**config.mk**
```make
export PLATFORM = sky130hd
export DESIGN_NAME = jump_ctrl
export DESIGN_NICKNAME = d
export VERILOG_FILES = /design/src/rtl/jump_ctrl_pkg.sv /design/src/rtl/jump_target.sv /design/src/rtl/jump_ctrl.sv
export SDC_FILE = /design/constraint.sdc
export NUM_CORES = 1
export LEC_CHECK = 0
export BUFFER_PORTS_ARGS = -buffer_cell sky130_fd_sc_hd__buf_2
export CAP_MARGIN = 10
export CORE_UTILIZATION = 45
export CTS_CLUSTER_SIZE = 25
export DETAILED_ROUTE_END_ITERATION = 16
export PLACE_DENSITY = 0.72
export SYNTH_ARGS = -nofsm -noshare
export SYNTH_HDL_FRONTEND = slang
export SYNTH_SLANG_ARGS = --single-unit
```
**constraint.sdc**
```tcl
create_clock -name clk -period 10.75 [get_ports clk]
set_input_delay 2.15 -clock clk [delete_from_list [all_inputs] [get_ports clk]]
set_output_delay 2.15 -clock clk [all_outputs]
set_load 0.01 [all_outputs]
```
**src/rtl/jump_ctrl_pkg.sv**
```systemverilog
// Shared types and defaults for the Execute-stage PC controller.
// Imported by jump_ctrl and jump_target.
package jump_ctrl_pkg;

   typedef enum logic {
      JC_RUN   = 1'b0,
      JC_FLUSH = 1'b1
   } jc_state_e;

   localparam logic [31:0] PC_RESET_DEFAULT = 32'h0000_0000;
   localparam logic [31:0] TRAP_VEC_DEFAULT = 32'h0000_0100;
   localparam int          FLUSH_DEPTH_DEFAULT = 2;
   localparam int          CNT_W = 3;

   // Without the C extension every target must be word aligned.
   function automatic logic is_misaligned(input logic [1:0] lsb);
      return lsb != 2'b00;
   endfunction

endpackage

```
**src/rtl/jump_target.sv**
```systemverilog
// Jump target adder with JALR bit-0 mask and alignment check.
// Purely combinational; feeds the jump_ctrl FSM.
module jump_target
   import jump_ctrl_pkg::*;
#(
   parameter int XLEN = 32
) (
   input  logic            is_jalr,
   input  logic [XLEN-1:0] pc_ex,
   input  logic [XLEN-1:0] imm_de,
   input  logic [XLEN-1:0] rs1data_de,
   output logic [XLEN-1:0] target,
   output logic            misaligned
);

   logic [XLEN-1:0] base;
   logic [XLEN-1:0] sum;

   always_comb begin
      base = is_jalr ? rs1data_de : pc_ex;
      sum  = base + imm_de;
      // JALR drops bit 0 before the alignment check, so only bit 1 can trap.
      target = is_jalr ? {sum[XLEN-1:1], 1'b0} : sum;
      misaligned = is_misaligned(target[1:0]);
   end

endmodule

```
**src/rtl/jump_ctrl.sv**
```systemverilog
// Execute-stage PC controller: resolves jumps, owns the fetch PC,
// and drives redirect / squash / misaligned-target trap signalling.
module jump_ctrl
   import jump_ctrl_pkg::*;
#(
   parameter int              XLEN        = 32,
   parameter logic [XLEN-1:0] PC_RESET    = PC_RESET_DEFAULT,
   parameter logic [XLEN-1:0] TRAP_VEC    = TRAP_VEC_DEFAULT,
   parameter int              FLUSH_DEPTH = FLUSH_DEPTH_DEFAULT
) (
   input  logic            clk,
   input  logic            rst,
   input  logic            stall,
   input  logic            fetch_adv,
   input  logic            ex_valid,
   input  logic            is_branch,
   input  logic            is_jal,
   input  logic            is_jalr,
   input  logic            jump_state_pre,
   input  logic [XLEN-1:0] pc_ex,
   input  logic [XLEN-1:0] imm_de,
   input  logic [XLEN-1:0] rs1data_de,
   output logic [XLEN-1:0] pc,
   output logic            redirect,
   output logic            squash,
   output logic [XLEN-1:0] link_data,
   output logic            misalign_trap,
   output logic [XLEN-1:0] trap_epc,
   output logic [XLEN-1:0] trap_tval
);

   localparam logic [CNT_W-1:0] DEPTH = CNT_W'(FLUSH_DEPTH);
   localparam logic [XLEN-1:0]  STEP  = XLEN'(4);

   jc_state_e        state;
   logic [CNT_W-1:0] cnt;
   logic [XLEN-1:0]  target;
   logic             tgt_mis;
   logic             br_true;
   logic             taken;

   jump_target #(
      .XLEN(XLEN)
   ) u_target (
      .is_jalr   (is_jalr),
      .pc_ex     (pc_ex),
      .imm_de    (imm_de),
      .rs1data_de(rs1data_de),
      .target    (target),
      .misaligned(tgt_mis)
   );

   // The comparator may emit X for non-branch funct3; keep it out.
   always_comb begin
      br_true = is_branch ? jump_state_pre : 1'b0;
      taken   = ex_valid & ~squash & (is_jal | is_jalr | br_true);
   end

   assign link_data = pc_ex + STEP;

   always_ff @(posedge clk) begin
      if (rst) begin
         state         <= JC_RUN;
         cnt           <= '0;
         pc            <= PC_RESET;
         redirect      <= 1'b0;
         squash        <= 1'b0;
         misalign_trap <= 1'b0;
         trap_epc      <= '0;
         trap_tval     <= '0;
      end else if (stall) begin
         redirect      <= 1'b0;
         misalign_trap <= 1'b0;
      end else begin
         redirect      <= 1'b0;
         misalign_trap <= 1'b0;
         unique case (state)
            JC_RUN: begin
               if (taken && tgt_mis) begin
                  pc            <= TRAP_VEC;
                  redirect      <= 1'b1;
                  misalign_trap <= 1'b1;
                  trap_epc      <= pc_ex;
                  trap_tval     <= target;
                  squash        <= 1'b1;
                  cnt           <= DEPTH;
                  state         <= JC_FLUSH;
               end else if (taken) begin
                  pc       <= target;
                  redirect <= 1'b1;
                  squash   <= 1'b1;
                  cnt      <= DEPTH;
                  state    <= JC_FLUSH;
               end else if (fetch_adv) begin
                  pc <= pc + STEP;
               end
            end
            JC_FLUSH: begin
               if (fetch_adv) begin
                  pc <= pc + STEP;
               end
               // Squash covers FLUSH_DEPTH unstalled cycles in total.
               if (cnt <= CNT_W'(1)) begin
                  cnt    <= '0;
                  squash <= 1'b0;
                  state  <= JC_RUN;
               end else begin
                  cnt <= cnt - CNT_W'(1);
               end
            end
            default: begin
               squash <= 1'b0;
               cnt    <= '0;
               state  <= JC_RUN;
            end
         endcase
      end
   end

endmodule

```
==> reports/results.txt <==
DRT Wirelength - 25,400 um
Post-CTS Hold Fix Bufs - 0
Peak VDD IR - 0.0880 mV
worst-margin pin slew - 926 ps
most common cell after layout, fill and taps aside - buf_2
Post-Syn Area - 7500 um^2
Max Buffers Root-to-Sink - 2
CP Cell Sequence - buf_2 > ha_1 > inv_1 > nor2_1 > nand3_1 > nor2_1 > nand2_1 > nor3b_1 > xor2_1 > buf_2
crit end category - primary output
Post-Synth Simple-Gate Area - 27.1%
CTS Sinks - 103
fraction of the mapped netlist area in adder cells - 5.94%
mux share of post-synthesis cell area - 5.31%
total CTS buffers - 9
routed len/inst - 18.0 um
final-report hold violation count - 0
post-route ant nets - 0
yosys warns - 0
sequential share of the synthesized area - 27.5%
via count - 8,324
CP max FO - 7
# H-tree levels - 3
First DRT Iteration DRCs - 717
Buf/Inv on CP - 3
clk_skew - 8.53 ps
Synth Area in Compound Gates - 23.5%
Post-Syn Instances - 1,003
Rel. slew slack - 38.0%
syn_nets - 1,143
vias in the first global route - 7,409
Synth-to-Final Area Change - 21.1%
post-synthesis xor/xnor area fraction - 5.96%
critical path's slowest cell - nor2_1
Leak - 3.81 nW
Synth area leaders - dfxtp_1 (27%), a21oi_1 (7.6%), nand2_1 (7.3%)
max-slew violations - 0
Clock Latency Late Sink - 360 ps
max_cap viols - 0
pwr dens - 129 nW/um^2
Post-CTS Resized - 0
number of flops mapped to enable cells by yosys - 0
Clk pin slew, worst setup/hold paths - 70 ps
status - completed
Final period util - 59.1%
Cell variety after synth - 75
Core ar. - 16,100 um^2
Final HPWL DP - 19,100 um
final setup vio count - 0
mean area per synthesized cell - 7.48 um^2
post-synth top area share - 27.5%
CP Launch Type - primary input
full die area - 17,200 um^2
CP Data Required Time - 8600 ps
initial core utilization - 46.7%
Highest Clock Rate - 157 MHz
fin util - 56.6%
Final GP Congestion - 0.922
RSZ-0062 raised after global routing - no
FF-to-FF Start - state$_SDFFE_PP0N_
drt drc - 0
crit path kind - primary input to primary output
# nets final - 1,332
most frequent cells in the layout - buf_2 (234), nand2_1 (146), a21oi_1 (114)
CP startpoint - pc_ex[2]
critical path's top delay family - simple AND/OR/NAND/NOR gates
total track usage - 29.5%
layout cells sized above 1 - 25.7%
Yosys top cell by area - dfxtp_1
vias per inst - 5.89
Final min period - 6350 ps
First-pass DRT Iterations - 6
n_diodes - 0
min-delay src - trap_tval[14]$_SDFFE_PP0P_
FP Rows - 46
Port Buffers - 235
Die Height - 131 um
crit path DAT - 4200 ps
Post-CTS Setup Bufs - 0
setup TNS - 0 ps
Post-synth ARST share - 0%
FF+latch count, synth - 103
Largest stage delay, worst path - 420 ps
GRT overflow - 0
root buffer cell - clkbuf_16
initial antenna violation count - 0
Hold WC Path Type - flip-flop to flip-flop
first-pass GRT wire length - 39,100 um
largest net degree at the start of global routing - 69
primary flip-flop cell chosen by synthesis mapping - dfxtp_1
largest family of logic cells by synthesized area - simple AND/OR/NAND/NOR gates
num ports - 236
TritonCTS clock tree - done
Die W - 131 um
==> registers in the layout, indices dropped and copies added (netlist names) <==
| signal | cells |
|---|---|
| cnt | 3 |
| misalign_trap | 1 |
| pc | 32 |
| redirect | 1 |
| squash | 1 |
| state | 1 |
| trap_epc | 32 |
| trap_tval | 32 |
==> cell type report <==
| cell class | count | area, um^2 |
|---|---|---|
| Fill cell | 1537 | 6970 |
| Multi-Input combinational cell | 815 | 5100 |
| Sequential cell | 103 | 2060 |
| Timing Repair Buffer | 242 | 1230 |
| Tap cell | 216 | 270 |
| Clock buffer | 12 | 267 |
| Inverter | 21 | 78.8 |
| Clock inverter | 4 | 73.8 |
==> stage by stage <==
stage | cell area (um^2) | hold WS, ps | instances | setup WS, ps | total power [mW]
detailed placement | 8740 | 445 | 1397 | 4430 | 0.796
finish | 9080 | 449 | 1413 | 4400 | 1.17
CTS | 9080 | 454 | 1413 | 4390 | 1.17
global placement | 8740 | 439 | 1397 | 4470 | 0.793
floorplan | 7500 | 465 | 1003 | 5070 | 0.667
global route | 9080 | 472 | 1413 | 4220 | 1.23
==> synth_stat cells, drive strengths merged, types with 4 or more instances <==
library cell	count
nand2	147
a21oi	115
dfxtp	103
nor2	84
nand3	53
o21ai	42
clkbuf	41
xnor2	35
ha	34
mux2	30
nand4	26
nor3	25
buf	23
inv	21
xor2	16
a211oi	14
and3	14
a21o	12
or3	12
a31oi	11
o2111ai	11
o211ai	10
and2	8
nand2b	7
o21a	7
and4	6
mux2i	6
nor4	6
a221oi	5
o221ai	5
o22ai	5
or4	5
a211o	4
a22oi	4
a31o	4
a41oi	4
nor2b	4
nor3b	4
nor4b	4
==> final timing paths <==
path | end | slack (ps) | cells after the start
worst max register to register | trap_tval[17]$_SDFFE_PP0P_ | 7930 | 7
worst min register to register | trap_tval[14]$_SDFFE_PP0P_ | 450 | 2
worst max-delay path | link_data[30] | 4400 | 10
worst min-delay path | trap_tval[14]$_SDFFE_PP0P_ | 450 | 2
==> report_power, final <==
part / total (mW) / switching (mW) / leakage, nW / internal (mW)
clock network: 0.379 / 0.155 / 0.169 / 0.224
registers: 0.425 / 0.0208 / 0.837 / 0.404
logic: 0.369 / 0.231 / 2.80 / 0.137
total: 1.17 / 0.407 / 3.81 / 0.765
==> routing by layer <==
layer	vias to the layer above	share of wire (%)	global-route usage, %
met5	-	0	0
met4	0	2.0	8.99
met3	38	8.7	4.34
met2	374	46	46.8
met1	3877	44	41.3
li1	4035	-	-
==> worst min-delay path, stage by stage, from the launching register on <==
cell	delay [ps]
dfxtp_1	310
nand2_1	50
a21oi_1	50
==> kinds of logic (layout without fill, tap and decap cells) <==
logic type,count (synthesis),after routing
and+or+nand+nor,416,416
adders and majority gates,35,35
muxes,36,36
xor gates and xnor gates,51,51
AOI/OAI and AO/OA,277,277
buffers and inverters,85,279
DFF,103,103
Power figures use the tool's default switching activity.
